File: config.mk
export PLATFORM = sky130hd
export DESIGN_NAME = onchip_ram_arbiter
export DESIGN_NICKNAME = d
export VERILOG_FILES = /design/src/rtl/onchip_ram_arb_pkg.sv /design/src/rtl/onchip_ram_arb_pick.sv /design/src/rtl/onchip_ram_arbiter.sv
export SDC_FILE = /design/constraint.sdc
export NUM_CORES = 1
export LEC_CHECK = 0
export CORE_AREA = 2 2 96 98
export DETAILED_ROUTE_END_ITERATION = 7
export DIE_AREA = 0 0 98 100
export SLEW_MARGIN = 10
export SYNTH_ARGS = -nofsm -noshare
export SYNTH_HDL_FRONTEND = slang
export SYNTH_SLANG_ARGS = --single-unit
File: constraint.sdc
create_clock -name clk -period 1.6 [get_ports clk]
set_input_delay 0.24 -clock clk [delete_from_list [all_inputs] [get_ports clk]]
set_output_delay 0.24 -clock clk [all_outputs]
set_load 0.02 [all_outputs]
File: src/rtl/onchip_ram_arb_pkg.sv
// Shared types for the on-chip RAM arbiter: quiesce states and port index.
package onchip_ram_arb_pkg;

  typedef enum logic [1:0] {
    ST_RUN,
    ST_DRAIN,
    ST_HALT
  } arb_state_t;

  typedef logic port_idx_t;

  localparam port_idx_t PORT0 = 1'b0;
  localparam port_idx_t PORT1 = 1'b1;

endpackage

File: src/rtl/onchip_ram_arb_pick.sv
// Two-way request picker for the RAM arbiter.
// Build option: ONCHIP_RAM_ARB_FIXED_PRIO_EN makes port 0 win every tie;
// otherwise ties go to the port that was not granted last.
module onchip_ram_arb_pick
  import onchip_ram_arb_pkg::*;
(
  input  logic [1:0] req,
  input  port_idx_t  rr_last,
  output logic       gnt_valid,
  output port_idx_t  gnt_idx
);

  // Single requester wins outright; ties resolved by priority mode.
  always_comb begin
    gnt_valid = |req;
    gnt_idx   = PORT0;
    if (req == 2'b10) begin
      gnt_idx = PORT1;
    end else if (req == 2'b11) begin
`ifdef ONCHIP_RAM_ARB_FIXED_PRIO_EN
      gnt_idx = PORT0;
`else
      gnt_idx = (rr_last == PORT0) ? PORT1 : PORT0;
`endif
    end
  end

endmodule

File: src/rtl/onchip_ram_arbiter.sv
// Two-port Avalon-MM arbiter in front of a single-port on-chip RAM with
// a reset_req quiesce handshake (drain the in-flight read, then gate clken).
// Build option: ONCHIP_RAM_ARB_FIXED_PRIO_EN selects fixed port-0 priority.
//
//  state    | meaning
//  ---------+-----------------------------------------------------------
//  ST_RUN   | normal arbitration, one grant per cycle
//  ST_DRAIN | quiesce requested while a read was returning; no grants
//  ST_HALT  | quiesced: no grants, RAM clock gated, halted=1
module onchip_ram_arbiter
  import onchip_ram_arb_pkg::*;
#(
  parameter  int ADDR_W = 10,
  parameter  int DATA_W = 32,
  localparam int BE_W   = DATA_W / 8
) (
  input  logic              clk,
  input  logic              reset,
  input  logic              reset_req,
  input  logic [ADDR_W-1:0] m0_address,
  input  logic [BE_W-1:0]   m0_byteenable,
  input  logic              m0_read,
  input  logic              m0_write,
  input  logic [DATA_W-1:0] m0_writedata,
  output logic              m0_waitrequest,
  output logic [DATA_W-1:0] m0_readdata,
  output logic              m0_readdatavalid,
  input  logic [ADDR_W-1:0] m1_address,
  input  logic [BE_W-1:0]   m1_byteenable,
  input  logic              m1_read,
  input  logic              m1_write,
  input  logic [DATA_W-1:0] m1_writedata,
  output logic              m1_waitrequest,
  output logic [DATA_W-1:0] m1_readdata,
  output logic              m1_readdatavalid,
  output logic [ADDR_W-1:0] ram_address,
  output logic [BE_W-1:0]   ram_byteenable,
  output logic              ram_chipselect,
  output logic              ram_write,
  output logic [DATA_W-1:0] ram_writedata,
  output logic              ram_clken,
  input  logic [DATA_W-1:0] ram_readdata,
  output logic              halted
);

  arb_state_t state, state_next;
  port_idx_t  rr_last, rd_port, gnt_idx;
  logic       rd_pend, gnt_valid, grant, rd_accept, sel_read, sel_write;
  logic [1:0] req;

  assign req = {m1_read | m1_write, m0_read | m0_write};

  onchip_ram_arb_pick u_pick (
    .req       (req),
    .rr_last   (rr_last),
    .gnt_valid (gnt_valid),
    .gnt_idx   (gnt_idx)
  );

  // State register and read-return tracking.
  always_ff @(posedge clk) begin
    if (reset) begin
      state   <= ST_RUN;
      rd_pend <= 1'b0;
      rd_port <= PORT0;
    end else begin
      state   <= state_next;
      rd_pend <= rd_accept;
      if (rd_accept) rd_port <= gnt_idx;
    end
  end

`ifdef ONCHIP_RAM_ARB_FIXED_PRIO_EN
  // Fixed priority has no fairness history.
  always_ff @(posedge clk) begin
    rr_last <= PORT1;
  end
`else
  // Remember the last granted port for the round-robin tie break.
  always_ff @(posedge clk) begin
    if (reset)      rr_last <= PORT1;
    else if (grant) rr_last <= gnt_idx;
  end
`endif

  // Grant, RAM mux, handshakes and next state.
  // DRAIN is entered when quiesce is requested in the cycle a read is being
  // returned, keeping the RAM clocked one extra cycle before gating it.
  always_comb begin
    grant     = gnt_valid && (state == ST_RUN) && !reset_req && !reset;
    sel_read  = (gnt_idx == PORT1) ? m1_read  : m0_read;
    sel_write = (gnt_idx == PORT1) ? m1_write : m0_write;
    rd_accept = grant && sel_read && !sel_write;

    ram_address    = (gnt_idx == PORT1) ? m1_address    : m0_address;
    ram_byteenable = (gnt_idx == PORT1) ? m1_byteenable : m0_byteenable;
    ram_writedata  = (gnt_idx == PORT1) ? m1_writedata  : m0_writedata;
    ram_chipselect = grant;
    ram_write      = grant && sel_write;

    m0_waitrequest = !(grant && (gnt_idx == PORT0));
    m1_waitrequest = !(grant && (gnt_idx == PORT1));

    m0_readdata      = ram_readdata;
    m1_readdata      = ram_readdata;
    m0_readdatavalid = rd_pend && !reset && (rd_port == PORT0);
    m1_readdatavalid = rd_pend && !reset && (rd_port == PORT1);

    ram_clken = reset || (state != ST_HALT);
    halted    = (state == ST_HALT);

    state_next = state;
    case (state)
      ST_RUN:   if (reset_req) state_next = rd_pend ? ST_DRAIN : ST_HALT;
      ST_DRAIN: state_next = ST_HALT;
      ST_HALT:  if (!reset_req) state_next = ST_RUN;
      default:  state_next = ST_RUN;
    endcase
  end

endmodule

==> flow_summary.yaml <==
place:
  detailedPlace.worstSlack_ps: -795
  io_buffer_count: 152
  place.detailed.hpwl_mm: 4.53
  gpl.final_weighted_congestion: 0.693
route:
  drt_pass1_iterations: 4
  starting_drc_count_in_detailed_routing: 28
  post_drt_via_cell_ratio: 4.00
  finalWirelength_mm: 6.10
  route.vias.total: 1500
  route.antenna.remaining_nets: 0
  detail_route.drc_violations: 0
  routed_wire_length_per_instance_microns: 16.3
die:
  die_area_sq_mm: 0.00980
  rows: 35
  starting_density_of_the_core_pct: 15.2
  die_width_microns: 98
  die-height_microns: 100
  floorplan_core_area_sq_mm: 0.00889
  num_io_pins: 249
synth:
  synth_enable_flop_cells: 0
  synth-seq-area-share_pct: 7.41
  ys.flop_type: "dfxtp_1"
  synth_compound_gate_area_share_pct: 6.30
  synth_seq_cells: 5
  synthDistinctLibCells: 26
  post_synthesis_adder_cell_area_fraction_pct: 0
  syn_area_sq_mm: 0.00135
  synth_warnings: 0
  postSynthNetCount: 284
  synth_simple_gate_area_share_pct: 8.43
  ys_async_sr_fraction_pct: 0
  avgSynthCellArea_sq_um: 8.83
  synthMuxAreaShare_pct: 39.2
  synth_cells: 153
  synth_top_family_by_area: "multiplexers"
  yosys.area_share.xor_xnor_pct: 0
power:
  total_power_draw_mw: 1.57
  cellLeakagePower_nw: 1.36
  worst_ir_drop_vdd_mv: 0.349
  pwr_cell_area_mw_per_mm2: 519
clocking:
  cts_buffer_depth: 2
  clock_sinks: 5
  cts_hold_buffers: 0
  tritoncts: "built"
  worst_skew_pair.late_latency_ps: 220
  cts-buffers-inserted: 3
  clk_pin_slew_ps: 30
  htree_num_levels: 1
  ctsRootBufferMaster: "clkbuf_8"
sta:
  setup_viol_count_final: 47
  finalCriticalPeriod_ps: 1750
  rsz0062_at_grt: "yes"
  min_period_over_period_pct: 109
  timing_worst_slew_pin_value_ps: 338
  fin_worst_hold_slack_ps: 473
  clock_skew_ps: 0.374
  max_clock_freq_ghz: 0.571
  finalMaxSlewViolations: 0
  final_critical_path_setup_slack_ps: -150
  relSlewSlack_pct: 77.4
  hold_viol: 0
worst_setup_path:
  timing.setup.critical_path_class: "flop to output pin"
  worst-r2r-cell-count: 8
  worst_ep_arrival_time_ps: 1510
  worst_ep_required_time_ps: 1360
  worstSetupStartpointType: "flop"
  critical_path.max_fanout: 6
  setup.worst_path.end_class: "output pin"
grt:
  first_global_vias: 1569
  grtUsageTotal_pct: 10.8
  grt_first_pass_wirelength_mm: 8.27
  grt_max_degree: 13
  antenna_violations_before_repair: 0
  overflow: 0
cells_and_area:
  nNetsFinal: 396
  layout_commonest_cell: "clkdlybuf4s50_1"
  most-common-layout-cells: "clkdlybuf4s50_1 (92), buf_6 (40), mux2_4 (35)"
  finalCoreUtilization_pct: 34.0
  drive_gt1_share_pct: 52.3
  antenna-diode-count: 0
  synthToLayoutAreaGrowth_pct: 123
worst_hold_path:
  timing.hold.worst_path_depth: 2
  worst_hold_path_class: "flop to flop"
run_status:
  failing_checks: "setup timing"
  status: "finished, violations left"
flow_run:
  max_cap_viol_count: 0
sequential cells by signal, indices dropped and copies added (netlist names):
signal and flops:
state 2, rd_pend 1, rd_port 1, rr_last 1
per-stage QoR:
| stage | setup TNS (ps) | instances | instance area [sq um] |
|---|---|---|---|
| after detailed placement | -37460 | 361 | 2650 |
| final | -5680 | 375 | 3020 |
| after global placement | -36490 | 361 | 2650 |
| after floorplan | 0 | 153 | 1360 |
| after CTS | -7030 | 373 | 2710 |
| after global routing | -7810 | 375 | 3020 |
cell type report:
class / count / area, sq um
Clock buffer: 4 / 45.0
Inverter: 2 / 7.51
Fill cell: 926 / 5870
Sequential cell: 5 / 106
Tap cell: 111 / 139
Timing Repair Buffer: 177 / 1810
Multi-Input combinational cell: 76 / 910
synth_stat cells (2+ instances only):
cell     instances  area (sq um)
nor2_1           3          11.3
mux2_2          47           529
nor3b_1          3          22.5
nor3_1           3          15.0
buf_4           64           480
or3_1            2          12.5
dfxtp_1          5           100
buf_2            4          20.0
a21oi_1          2          10.0
o21ai_0          2          10.0
inv_1            2          7.51
nand2_1          2          7.51
cells by family (layout without fill, tap and decap cells):
family | after synthesis | after routing
buffers and inverters | 72 | 183
and+or+nand+nor | 19 | 19
DFF | 5 | 5
muxes | 47 | 47
AOI/OAI and AO/OA | 10 | 10
worst paths after layout:
check / startpoint / to / slack, ps
setup / recovery: rr_last$_SDFFE_PP1P_ / ram_writedata[21] / -150
hold / removal: rd_pend$_SDFF_PP0_ / state[0]$_SDFFE_PP0P_ / 470
setup reg to reg: rr_last$_SDFFE_PP1P_ / rd_port$_SDFFE_PP0P_ / 10
hold reg to reg: rd_pend$_SDFF_PP0_ / state[0]$_SDFFE_PP0P_ / 470
per-layer routing:
metal / up-vias / GRT usage, % / part of all wire [%]
met4: 0 / 4.27 / 3.1
met3: 29 / 3.97 / 12
met2: 110 / 19.4 / 49
li1: 687 / - / -
met5: - / 0 / 0
met1: 674 / 11.6 / 35
worst max-delay path, stage by stage (launching register included):
cell	delay [ps]
dfxtp_4	360
o21ai_4	60
o21ai_4	80
buf_8	180
buf_8	140
mux2_4	320
buf_6	130
where the power goes:
group / switching [mW] / internal [mW]
logic: 0.462 / 0.731
clock network: 0.0633 / 0.171
registers: 0.00709 / 0.133
total: 0.532 / 1.03
what timing repair did:
item | 4_1_cts | 5_1_grt
gates resized for setup | 266 | 86
setup buffers | 5 | 1
pin swaps | 6 | 3
cloned | 3 | 2
setup endpoints to repair | 56 | 51
Power figures use the tool's default switching activity.
